$ cat src/rtl/ex_mem_pipe_reg.sv
// ex_mem_pipe_reg: elastic EX/MEM pipeline register with optional two-entry skid buffer
// Ports: Clk, Reset_n (async, active-low); EX side In_Valid/In_Ready/In_Ctrl/In_Data;
//   MEM side Out_Valid/Out_Ready/Out_Ctrl/Out_Data; Flush squashes every held and incoming
//   entry; Occupancy reports entries held (0..2).
module ex_mem_pipe_reg #(
  parameter int CTRL_W = 16,
  parameter int DATA_W = 160,
  parameter int SKID = 1,
  parameter int CLEAR_DATA = 0
) (
  input  logic              Clk,
  input  logic              Reset_n,
  input  logic              In_Valid,
  output logic              In_Ready,
  input  logic [CTRL_W-1:0] In_Ctrl,
  input  logic [DATA_W-1:0] In_Data,
  output logic              Out_Valid,
  input  logic              Out_Ready,
  output logic [CTRL_W-1:0] Out_Ctrl,
  output logic [DATA_W-1:0] Out_Data,
  input  logic              Flush,
  output logic [1:0]        Occupancy
);
  typedef enum logic [1:0] {EMPTY = 2'd0, ONE = 2'd1, TWO = 2'd2} state_t;
  state_t state_q, state_d;
  logic [CTRL_W-1:0] main_ctrl, skid_ctrl;
  logic [DATA_W-1:0] main_data, skid_data;
  logic valid_q, rdy_q, accept, issue, load_main, load_skid, pop_skid, clr_data;
  // Without the skid entry, ready must see MEM's ready in the same cycle to avoid a bubble.
  assign In_Ready = (SKID != 0) ? rdy_q : (!valid_q | Out_Ready);
  assign accept = In_Valid & In_Ready;
  assign issue = valid_q & Out_Ready;
  assign Out_Valid = valid_q;
  assign Out_Ctrl = valid_q ? main_ctrl : '0;
  assign Out_Data = main_data;
  assign Occupancy = state_q;
  assign clr_data = (CLEAR_DATA != 0) && (state_d == EMPTY);
  always_comb begin
    state_d = state_q;
    load_main = 1'b0;
    load_skid = 1'b0;
    pop_skid = 1'b0;
    if (Flush) state_d = EMPTY;
    else
      case (state_q)
        EMPTY: begin
          load_main = accept;
          state_d = accept ? ONE : EMPTY;
        end
        ONE: begin
          load_main = accept & issue;
          load_skid = accept & !issue;
          state_d = (accept & !issue) ? TWO : (!accept & issue) ? EMPTY : ONE;
        end
        TWO: begin
          pop_skid = issue;
          state_d = issue ? ONE : TWO;
        end
        default: state_d = EMPTY;
      endcase
  end
  always_ff @(posedge Clk or negedge Reset_n)
    if (!Reset_n) begin
      state_q <= EMPTY;
      valid_q <= 1'b0;
      rdy_q <= 1'b0;
      main_ctrl <= '0;
      main_data <= '0;
      skid_ctrl <= '0;
      skid_data <= '0;
    end else begin
      state_q <= state_d;
      valid_q <= state_d != EMPTY;
      rdy_q <= state_d != TWO;
      if (load_main) begin
        main_ctrl <= In_Ctrl;
        main_data <= In_Data;
      end else if (pop_skid) begin
        main_ctrl <= skid_ctrl;
        main_data <= skid_data;
      end else if (clr_data) main_data <= '0;
      if (load_skid) begin
        skid_ctrl <= In_Ctrl;
        skid_data <= In_Data;
      end
    end
endmodule

$ cat config.mk
export PLATFORM = sky130hd
export DESIGN_NAME = ex_mem_pipe_reg
export DESIGN_NICKNAME = d
export VERILOG_FILES = /design/src/rtl/ex_mem_pipe_reg.sv
export SDC_FILE = /design/constraint.sdc
export NUM_CORES = 1
export LEC_CHECK = 0
export CAP_MARGIN = 0
export CORE_UTILIZATION = 25
export DETAILED_ROUTE_END_ITERATION = 6
export PLACE_DENSITY = 0.47
export SYNTH_ARGS = -nofsm -noshare
export SYNTH_HDL_FRONTEND = slang
export SYNTH_SLANG_ARGS = --single-unit
$ cat constraint.sdc
create_clock -name Clk -period 2.5 [get_ports Clk]
set_input_delay 0.5 -clock Clk [delete_from_list [all_inputs] [get_ports Clk]]
set_output_delay 0.5 -clock Clk [all_outputs]
set_load 0.05 [all_outputs]
# Word-level counts from Yosys, hierarchy flattened
# Cells that the tools add are included.
[totals]
ff_bits = 356
input_bits = 181
out_inout_bits = 180
[classes]
eq_ne = 3
muxes = 17
bitwise_logic = 5
reduce_logical = 5
[op_table]
columns = ["op", "count"]
rows = [
  ["160-bit two-way mux", 2],
  ["16-bit two-way mux", 3],
  ["1-bit two-way mux", 7],
  ["2-bit two-way mux", 3],
  ["2-bit one-hot mux with 3 select lines", 1],
  ["1-bit bitwise AND", 5],
  ["2-bit nonzero test", 2],
  ["2-bit by 1-bit == test with 1-bit output, second input constant", 1],
  ["2-bit == test, second input constant", 1],
  ["1-bit zero test", 2],
  ["2-bit zero test", 1],
  ["2-bit inequality test, second input constant", 1],
  ["1-bit one-hot mux with 2 select lines", 1],
]

# Depth between registers and ports, before layout
[depth]
word_depth = 8
ltp_mapped = 8
depth_no_buf = 6

# Worst setup path before layout
# Ideal clock, no wire load.
[synth_path]
path_type = "flip-flop to flip-flop"
startpoint = "register valid_q, in the netlist Out_Valid"
endpoint = "register skid_data[33]"
setup_time_ps = 128
t_arrival_ps = 1942
required_ps = 2372
setup_slack_ps = 430
path_stages_with_launch = 9
path_buffers = 2
period_less_slack_ps = 2070
path_cell_list = "dfrtp_1 > and2_1 > inv_1 > ha_1 > nand2_1 > nor2_4 > buf_4 > buf_4 > mux2_1"
[synth_between]
elab_chain_len = 5
[synth_lines]
columns = ["element", "line_no", "text"]
rows = [
  ["from (decl)", "28", "logic valid_q, rdy_q, accept, issue, load_main, load_skid, pop_skid, clr_data;"],
  ["from (signal assigned)", "65", "valid_q <= 1'b0;"],
  ["from (signal assigned)", "73", "valid_q <= state_d != EMPTY;"],
  ["1-bit bitwise AND", "32", "assign issue = valid_q & Out_Ready;"],
  ["1-bit zero test", "52", "load_skid = accept & !issue;"],
  ["1-bit bitwise AND", "52", ""],
  ["1-bit two-way mux", "45", "case (state_q)"],
  ["1-bit two-way mux", "43", "if (Flush) state_d = EMPTY;"],
  ["to (signal assigned)", "84", "skid_data <= In_Data;"],
  ["to (decl)", "27", "logic [DATA_W-1:0] main_data, skid_data;"],
]
# Every way passes these cells.
# A chain may end at the register's enable or synchronous reset.

# Worst setup path in the final report
[layout_path]
startpoint = "register state_q[1], in the netlist Occupancy[1]"
endpoint = "output port Occupancy[1]"
[layout_lines]
columns = ["element", "line_no", "text"]
rows = [
  ["from (decl)", "25", "state_t state_q, state_d;"],
  ["from (signal assigned)", "72", "state_q <= state_d;"],
  ["to (decl)", "22", "output logic [1:0] Occupancy"],
]
# No word-level cell between the ends.

==> flow_metrics.py <==
metrics = {
    "clock_network": {
        "cts_tree": "yes",
        "postCtsSetupBuffers": 0,
        "htreeDepth": 2,
        "numCtsBuffers": 45,
        "clkSinkCount": 356,
        "cts.path.max_buffers": 3,
        "root_buffer": "clkbuf_16",
        "clkLatencyLatePin_ns": 0.57,
        "path_clk_slew_ns": 0.05,
    },
    "power": {
        "power.density_nw_per_um2": 991,
        "irDropWorstVdd_mv": 0.533,
        "leakage_uw": 0.00857,
    },
    "die": {
        "die-height_um": 265,
        "row_count": 96,
        "ios": 361,
        "core_um2": 68500,
        "die_x_um": 265,
        "die_area_um2": 70200,
        "start_util_pct": 25.2,
    },
    "sta": {
        "setup_viol": 0,
        "skew_ns": 0.0227,
        "rsz0062_at_grt": "false",
        "hold_ws_ns": 0.482,
        "worst_slack_ns": 0.139,
        "drv_slew": 0,
        "min_period_over_period_pct": 94.4,
        "fin_crit_ns": 2.36,
        "slew_headroom_pct": 44.6,
        "timing.fmax_ghz": 0.424,
        "hold_viol_final": 0,
        "worst_pin_slew_ns": 0.832,
    },
    "routing": {
        "wl_per_cell_um": 21.6,
        "via_per_inst": 5.13,
        "dr.pass1.iters": 6,
        "final_antenna_net_count": 0,
        "wirelength_um": 58000,
        "via_count": 13773,
        "drt-initial-drc-count": 978,
        "drc": 0,
    },
    "worst_setup_path": {
        "slowest_delay_ns": 0.89,
        "crit_arrival_ns": 1.86,
        "endpoint_kind": "output port",
        "crit_buf_inv": 1,
        "cp_max_fo": 6,
        "crit_chain": "clkdlybuf4s50_1",
        "required_ns": 2.00,
        "path_delay_family": "buffers and inverters",
        "path_class": "flip-flop to output port",
        "cp-start-kind": "flip-flop",
        "slowest_stage": "clkdlybuf4s50_1",
    },
    "outcome": {
        "status": "completed",
    },
    "cells_and_area": {
        "diodes": 0,
        "nFillCells": 6757,
        "multiInputGateArea_um2": 7510,
        "syn_to_final_growth_pct": 37.7,
        "final_common_cell": "dfrtp_1",
        "nNetsFinal": 1959,
        "seqCellArea_um2": 8910,
        "drive_above_1_share_pct": 23.3,
        "final_cell_mix": "dfrtp_1 (356), clkdlybuf4s50_1 (340), nand3b_1 (177)",
    },
    "yosys": {
        "yosysUniqueCellTypes": 28,
        "syn_area_per_cell_um2": 11.9,
        "syn-num-nets": 1633,
        "seq_area_frac_synth_pct": 51.6,
        "synth-seq-cells": 356,
        "synthesis.area_um2": 17300,
        "synthCells": 1450,
        "yosys_warnings": 0,
    },
    "global_route": {
        "first_global_vias": 14725,
        "grt_pass1_wl_um": 90700,
        "grt_max_degree": 179,
        "antenna_found_initial": 8,
        "grt_overflow": 0,
        "gr-usage-all-layers_pct": 16.4,
    },
    "placement": {
        "finalWeightedCongestion": 0.755,
        "place.detailed.hpwl_um": 36000,
        "dp_slack_ns": -0.0497,
        "place.port_buffers": 360,
    },
    "run": {
        "drv_cap": 0,
    },
    "hold_path": {
        "hp-class": "primary input to asynchronous set/reset pin",
    },
}
==> logic make-up after synthesis <==
group / Yosys count / share of synthesized area, %
mux: 176 / 11.5
buf+inv: 177 / 5.08
compound gates: 532 / 22.9
fa+ha+maj: 2 / 0.145
simple gates: 207 / 8.81
flops: 356 / 51.6
==> final timing paths <==
check	start	end	slack, ns	cells past startpoint
min reg2reg	skid_data[45]$_DFFE_PN0P_	skid_data[45]$_DFFE_PN0P_	0.49	1
max reg2reg	Out_Valid$_DFF_PN0_	skid_data[152]$_DFFE_PN0P_	0.59	8
max in group asynchronous	Reset_n	skid_data[6]$_DFFE_PN0P_	1.25	3
max	Occupancy[1]$_DFF_PN0_	Occupancy[1]	0.14	1
min in group Clk	skid_data[45]$_DFFE_PN0P_	skid_data[45]$_DFFE_PN0P_	0.49	1
min	Reset_n	Out_Data[129]$_DFFE_PN0P_	0.48	2
==> state kept, by name, indices dropped and copies added (netlist names) <==
register	flops
Out_Valid	1
Occupancy	2
skid_data	160
skid_ctrl	16
main_ctrl	16
Out_Data	160
In_Ready	1
==> per-stage QoR <==
stage / total power (uW) / util, % / setup TNS [ns] / cell area, um^2 / instances
floorplan: 14000 / - / 0 / 17300 / 1450
global placement: 17000 / 32.6 / -2.11 / 22300 / 2610
detailed placement: 17100 / 32.6 / -2.19 / 22300 / 2610
CTS: 23900 / 34.8 / 0 / 23800 / 2686
global route: 24800 / 34.8 / 0 / 23800 / 2686
finish: 23600 / 34.8 / 0 / 23800 / 2686
==> Yosys cell counts, drive strengths merged <==
library cell / count / area (um^2)
o211ai: 1 / 7.51
buf: 66 / 462
a31oi: 176 / 1730
nand4b: 1 / 8.76
o21ai: 176 / 881
nand3b: 177 / 1330
a2bb2oi: 1 / 8.76
or2: 1 / 6.26
nor2: 2 / 15.0
inv: 1 / 3.75
nand2: 3 / 11.3
a21o: 2 / 15.0
dfrtp: 356 / 8910
and2: 18 / 113
clkbuf: 110 / 413
nand2b: 2 / 12.5
nor2b: 1 / 6.26
and4b: 1 / 10.0
ha: 2 / 25.0
nand4bb: 1 / 11.3
mux2: 176 / 1980
a211oi: 176 / 1320
==> repair_timing <==
action / CTS / global route
gates resized for setup: 2 / 0
hold buffers: 1 / 0
endpoints found under the setup margin: 2 / 0
hold endpoints to repair: 42 / 0
==> final cells by class <==
| type | count | share of cell area (%) |
|---|---|---|
| Multi-Input combinational cell | 917 | 31.6 |
| Clock inverter | 8 | 0.500 |
| Sequential cell | 356 | 37.4 |
| Clock buffer | 67 | 5.68 |
| Inverter | 1 | 0.0158 |
| Tap cell | 882 | 4.64 |
| Timing Repair Buffer | 455 | 20.2 |
==> routing by layer <==
metal	global-route usage [%]	vias to the layer above	share of wire (%)
li1	-	6180	-
met1	22.5	7059	46
met2	25.1	417	45
met3	4.50	101	6.7
met4	4.62	16	2.3
met5	0	-	0.18
==> power breakdown <==
| group | switching (uW) | internal, uW | total, uW |
|---|---|---|---|
| registers | 1130 | 7800 | 8930 |
| logic | 4770 | 3320 | 8090 |
| clock network | 2560 | 4010 | 6560 |
Power figures use the tool's default switching activity.
